**src/rtl/lcd_page_sched.sv**
```systemverilog
// Rotates up to three two-row LCD pages held in per-slot capture buffers.
// Define ALARM_PREEMPT_EN to make slot 2 an alarm page that preempts rotation.
module lcd_page_sched #(
    parameter int unsigned DWELL_CYC    = 150_000_000,
    parameter int unsigned MIN_HOLD_CYC = 3_400_000
) (
    input  logic         clk,
    input  logic         rst_n,
    input  logic [2:0]   src_vld,
    input  logic [383:0] src_row1,
    input  logic [383:0] src_row2,
    input  logic [2:0]   src_clr,
    output logic [2:0]   src_ack,
    output logic [127:0] row_1,
    output logic [127:0] row_2,
    output logic [1:0]   page_sel,
    output logic         page_upd
);
    localparam int unsigned CNT_MAX =
        (DWELL_CYC > MIN_HOLD_CYC) ? DWELL_CYC : MIN_HOLD_CYC;
    localparam int CNT_W = $clog2(CNT_MAX + 1);
    localparam logic [CNT_W-1:0] CNT_TOP    = CNT_W'(CNT_MAX);
    localparam logic [CNT_W-1:0] DWELL_LAST = CNT_W'(DWELL_CYC - 1);
`ifdef ALARM_PREEMPT_EN
    localparam logic [CNT_W-1:0] HOLD_LAST  = CNT_W'(MIN_HOLD_CYC - 1);
`endif
    localparam logic [127:0] BLANK = {16{8'h20}};

    typedef enum logic [1:0] {IDLE, NEXT, SHOW} state_t;

    state_t              state_q, state_d;
    logic [2:0][127:0]   b1_q, b1_d, b2_q, b2_d;
    logic [2:0]          full_q, full_d;
    logic [2:0]          ack_q, ack_d;
    logic [127:0]        row1_q, row1_d, row2_q, row2_d;
    logic [1:0]          sel_q, sel_d;
    logic                upd_q, upd_d;
    logic                first_q, first_d;
    logic [CNT_W-1:0]    cnt_q, cnt_d, cnt_inc;
    logic [1:0]          base, pick, idx;
    logic                hit;

    function automatic logic [1:0] mod3(input logic [2:0] v);
        logic [2:0] s;
        s = (v >= 3'd3) ? v - 3'd3 : v;
        return s[1:0];
    endfunction

    always_comb begin
        b1_d   = b1_q;
        b2_d   = b2_q;
        full_d = full_q;
        ack_d  = '0;
        for (int i = 0; i < 3; i++) begin
            if (src_vld[i]) begin
                b1_d[i]   = src_row1[128*i +: 128];
                b2_d[i]   = src_row2[128*i +: 128];
                full_d[i] = 1'b1;
                ack_d[i]  = 1'b1;
            end else if (src_clr[i]) begin
                full_d[i] = 1'b0;
            end
        end
    end

    // Reverse scan so the earliest slot in search order wins.
    always_comb begin
        base = first_q ? 2'd0 : mod3({1'b0, sel_q} + 3'd1);
        hit  = 1'b0;
        pick = sel_q;
        idx  = 2'd0;
        for (int k = 2; k >= 0; k--) begin
            idx = mod3({1'b0, base} + 3'(k));
            if (full_q[idx]) begin
                hit  = 1'b1;
                pick = idx;
            end
        end
`ifdef ALARM_PREEMPT_EN
        if (full_q[2]) begin
            hit  = 1'b1;
            pick = 2'd2;
        end
`endif
    end

    always_comb begin
        state_d = state_q;
        sel_d   = sel_q;
        row1_d  = row1_q;
        row2_d  = row2_q;
        upd_d   = 1'b0;
        cnt_d   = cnt_q;
        first_d = first_q;
        cnt_inc = (cnt_q == CNT_TOP) ? cnt_q : cnt_q + CNT_W'(1);
        unique case (state_q)
            IDLE: begin
                if (|full_q) begin
                    state_d = NEXT;
                    first_d = 1'b1;
                end
            end
            NEXT: begin
                first_d = 1'b0;
                upd_d   = 1'b1;
                if (hit) begin
                    sel_d   = pick;
                    row1_d  = b1_q[pick];
                    row2_d  = b2_q[pick];
                    cnt_d   = '0;
                    state_d = SHOW;
                end else begin
                    row1_d  = BLANK;
                    row2_d  = BLANK;
                    state_d = IDLE;
                end
            end
            SHOW: begin
                cnt_d = cnt_inc;
                // Fresh capture into the shown slot: refresh, keep dwell.
                if (ack_q[sel_q]) begin
                    row1_d = b1_q[sel_q];
                    row2_d = b2_q[sel_q];
                    upd_d  = 1'b1;
                end
                if (!full_q[sel_q] || (src_clr[sel_q] && !src_vld[sel_q])
                    || cnt_inc >= DWELL_LAST)
                    state_d = NEXT;
`ifdef ALARM_PREEMPT_EN
                if (full_q[2] && sel_q != 2'd2 && cnt_inc >= HOLD_LAST)
                    state_d = NEXT;
`endif
            end
            default: state_d = IDLE;
        endcase
    end

    always_ff @(posedge clk or negedge rst_n) begin
        if (!rst_n) begin
            state_q <= IDLE;
            b1_q    <= {3{BLANK}};
            b2_q    <= {3{BLANK}};
            full_q  <= '0;
            ack_q   <= '0;
            row1_q  <= BLANK;
            row2_q  <= BLANK;
            sel_q   <= '0;
            upd_q   <= 1'b0;
            first_q <= 1'b0;
            cnt_q   <= '0;
        end else begin
            state_q <= state_d;
            b1_q    <= b1_d;
            b2_q    <= b2_d;
            full_q  <= full_d;
            ack_q   <= ack_d;
            row1_q  <= row1_d;
            row2_q  <= row2_d;
            sel_q   <= sel_d;
            upd_q   <= upd_d;
            first_q <= first_d;
            cnt_q   <= cnt_d;
        end
    end

    assign src_ack  = ack_q;
    assign row_1    = row1_q;
    assign row_2    = row2_q;
    assign page_sel = sel_q;
    assign page_upd = upd_q;
endmodule
```
**config.mk**
```make
export PLATFORM = sky130hd
export DESIGN_NAME = lcd_page_sched
export DESIGN_NICKNAME = d
export VERILOG_FILES = /design/src/rtl/lcd_page_sched.sv
export SDC_FILE = /design/constraint.sdc
export NUM_CORES = 2
export LEC_CHECK = 0
export BUFFER_PORTS_ARGS = -buffer_cell sky130_fd_sc_hd__clkbuf_2
export CAP_MARGIN = 20
export CELL_PAD_IN_SITES_DETAIL_PLACEMENT = 1
export CELL_PAD_IN_SITES_GLOBAL_PLACEMENT = 2
export CORE_MARGIN = 2
export CORE_UTILIZATION = 33
export CTS_CLUSTER_DIAMETER = 60
export CTS_CLUSTER_SIZE = 10
export DETAILED_ROUTE_END_ITERATION = 6
export PLACE_DENSITY = 0.74
export SLEW_MARGIN = 20
export SYNTH_ARGS = -nofsm -noshare
export SYNTH_HDL_FRONTEND = slang
export SYNTH_SLANG_ARGS = --single-unit
```
**constraint.sdc**
```tcl
create_clock -name clk -period 3.55 [get_ports clk]
set_input_delay 0.355 -clock clk [delete_from_list [all_inputs] [get_ports clk]]
set_output_delay 0.355 -clock clk [all_outputs]
set_load 0.02 [all_outputs]
```
==> metrics.csv <==
metric;value;unit
synthMuxAreaShare;0.2673;
placed_area;60050;um^2
routed_via_density;5.524;
synth_top_family_by_area;multiplexers;
syn_inst;4348;
layout-drive-gt1-share;0.3802;
hold_end;b1_q[111];
layout.nets;6881;
ys_warn_count;0;
clock-skew-final;0.03794;ns
drt_pass1_iterations;6;
ir_worst_vdd;0.0008340;V
fin_area;72510;um^2
arrival;4.10;ns
start_util;0.3322;
finalCritPeriodShare;0.9641;
initialDrtViolationCount;2891;
maxSlewHeadroom;0.2311;
post-route-drc-count;0;
place.gp.congestion;0.8522;
worstHoldPathCells;2;
cp_max_fo;8;
ant_nets;0;
port_buffers;1037;
fp.dieH;400.3;um
r2r_end;row_2[45];
dieArea;160300;um^2
hold_class;in -> reg;
synth_compound_area_frac;0.1202;
ys_seq_area_frac;0.5168;
post-route-min-period;3.423;ns
grt_pass1_wl;339300;um
timing.hold.ws;0.04308;ns
io_pins;1038;
powerDensity;806.2;nW/um^2
synth.distinct_cells;80;
synth-simple-area-share;0.05827;
worst-setup-path-type;reg -> reg;
clockRootBuffer;clkbuf_16;
cts_buffer_depth;3;
routed_wl;228600;um
syn-cell-area;51830;um^2
insertion_delay;0.77;ns
fmax;0.2922;GHz
grt_max_degree;151;
drv_slew;0;
leakagePower;32.18;nW
grt_overflow;0;
syn_to_final_growth;39.88;%
rows;145;
hold_viol;0;
die_x;400.3;um
worst_pin_slew;1.153;ns
critical_path.startpoint_type;flip-flop;
cts_tree;done;
cts.clk_slew.worst_paths;0.06;ns
avgSynthCellArea;11.92;um^2
synth_fp_nets;5133;
ys_seq_elements;1064;
p_total;58.45;mW
antenna_found_initial;81;
r2r_cells;15;
maxCapViolations;0;
grtUsageTotal;0.2780;
core;156000;um^2
wl_per_cell;27.40;um
synth_top_flop_cell;dfrtp_1;
worst_slack;0.1273;ns
worstHoldStart;src_vld[0];
cts_buffers;136;
vias;46089;
h-tree-depth;4;
dpl.hpwl;144700;um
cts_num_sinks;1064;
dp_slack;0.01961;ns
status;completed;
final-setup-viol-count;0;
r2r_slack;0.13;ns
rr_startpoint;page_sel[1];
synth-xor-area-share;0.0003379;
first_global_vias;50211;
cp.required;4.23;ns
ys_async_sr_fraction;1.000;
synth_edf_count;0;
end_kind;flip-flop;
synthAdderAreaFrac;0.002390;
-- power breakdown --
| part | switching (mW) | internal, mW | total, mW |
|---|---|---|---|
| clock | 5.78 | 8.05 | 13.8 |
| combinational | 16.9 | 10.8 | 27.7 |
| sequential | 2.06 | 14.9 | 17.0 |
| total | 24.7 | 33.7 | 58.5 |
-- metal layers --
layer | vias up | wire length, um | share of wire | GRT usage
li1 | 19742 | - | - | -
met1 | 24022 | 93810 | 0.41 | 0.3436
met2 | 1715 | 109700 | 0.48 | 0.4595
met3 | 590 | 12870 | 0.056 | 0.05605
met4 | 20 | 12120 | 0.053 | 0.1435
met5 | - | 107 | 0.00047 | 0
-- what timing repair did --
action                                  4_1_cts  5_1_grt
hold buffers                                774        0
buffers inserted                              0        4
resized for setup                             0       10
endpoints found under the hold margin       811        0
endpoints found under the setup margin        0      135
-- Yosys cell counts (all sizes together) (2+ instances only) --
cell type | n | share of area
dfrtp | 936 | 0.45
mux2 | 801 | 0.17
mux2i | 483 | 0.093
o21ai | 320 | 0.031
clkbuf | 266 | 0.020
nor2 | 235 | 0.017
a221oi | 196 | 0.033
a21oi | 194 | 0.019
nand2 | 171 | 0.012
dfstp | 128 | 0.065
buf | 109 | 0.013
and3 | 102 | 0.012
nor3 | 86 | 0.0085
o22a | 62 | 0.010
a211oi | 61 | 0.0088
o2111ai | 34 | 0.0059
a22o | 29 | 0.0049
inv | 17 | 0.0012
a21o | 15 | 0.0022
nand3 | 12 | 0.0015
nand4 | 10 | 0.0016
ha | 9 | 0.0022
nand2b | 9 | 0.0011
or3 | 8 | 0.0011
a22oi | 5 | 0.00072
o31ai | 4 | 0.00058
o211ai | 3 | 0.00043
o22ai | 3 | 0.00036
o32ai | 3 | 0.00051
or2 | 3 | 0.00036
a21boi | 2 | 0.00029
and2 | 2 | 0.00024
and4 | 2 | 0.00039
nor2b | 2 | 0.00024
nor4 | 2 | 0.00024
o32a | 2 | 0.00041
or4 | 2 | 0.00029
-- layout by cell type (no fill, tap or decap), drive strengths merged, types with 3 or more instances in the layout --
cell type | Yosys | layout
diode | 0 | 77
a21o | 15 | 15
a221oi | 196 | 196
clkinv | 0 | 14
buf | 109 | 178
or3 | 8 | 8
or2 | 3 | 3
bufinv | 0 | 7
o31ai | 4 | 4
a22o | 29 | 29
clkbuf | 266 | 1256
mux2i | 483 | 483
nand2b | 9 | 9
nor2 | 235 | 235
o211ai | 3 | 3
a21oi | 194 | 194
nand3 | 12 | 12
dlygate4sd3 | 1 | 774
o22ai | 3 | 3
nor3 | 86 | 86
o22a | 62 | 62
inv | 17 | 24
nand4 | 10 | 10
a22oi | 5 | 5
o21ai | 320 | 320
mux2 | 801 | 801
ha | 9 | 9
o32ai | 3 | 3
nand2 | 171 | 171
a211oi | 61 | 61
o2111ai | 34 | 34
dfrtp | 936 | 936
dfstp | 128 | 128
and3 | 102 | 102
-- cells by family (layout without fill, tap and decap cells) --
| kind of cell | after synthesis | count (layout) |
|---|---|---|
| multiplexers | 1284 | 1284 |
| flip-flops | 1064 | 1064 |
| AO/OA/AOI/OAI | 943 | 943 |
| AND/OR/NAND/NOR | 651 | 651 |
| buffers and inverters | 394 | 2254 |
| adder cells (fa/ha/maj) | 10 | 10 |
| XOR/XNOR | 2 | 2 |
| other | 0 | 77 |
-- registers in the layout (all words and copies together) (netlist names) --
signal    count
b1_q        384
b2_q        384
row_1       128
row_2       128
cnt_q        28
full_q        3
src_ack       3
page_sel      2
state_q       2
first_q       1
page_upd      1
-- how the worst max path moves through the flow --
| stage | depth (start not counted) | slack (ns) | start | endpoint |
|---|---|---|---|---|
| after floorplan | 17 | 0.10 | page_sel[1] | row_1[53] |
| after global placement | 14 | 0.10 | page_sel[0] | row_1[70] |
| after detailed placement | 15 | 0.02 | page_sel[1] | row_1[55] |
| after CTS | 15 | 0.02 | page_sel[1] | row_1[88] |
| after global routing | 14 | -0.02 | page_sel[0] | row_2[93] |
| final | 15 | 0.13 | page_sel[1] | row_2[45] |
-- layout make-up --
type / instances / area [um^2]
inverters: 17 / 63.81
clock inverters: 29 / 495.5
diodes: 77 / 192.7
multi-input cells: 2890 / 23400
clock buffers: 221 / 3876
flip-flops and latches: 1064 / 26790
repair buffers: 1987 / 15110
fillers: 16725 / 83520
well taps: 2058 / 2575
-- metrics by stage --
stage	std cells	utilization	setup TNS [ns]
finish	8343	0.4647	0
global route	8333	0.4645	-0.02217
CTS	8260	0.4625	0
detailed placement	7236	0.3849	0
global placement	7236	0.3849	0
floorplan	4348	-	0
-- critical path, cell delays in order (launching register included) --
cell and delay, ns:
dfrtp_4 0.49, inv_2 0.07, ha_1 0.21, nand2b_1 0.10, inv_1 0.08, ha_4 0.29, nor2b_1 0.05, o32a_1 0.31
or3_4 0.34, a22oi_2 0.25, buf_12 0.23, buf_4 0.15, buf_4 0.13, mux2_2 0.33, a221oi_1 0.25, nor2_1 0.09
Note: power is estimated with default switching activity, not from simulation.
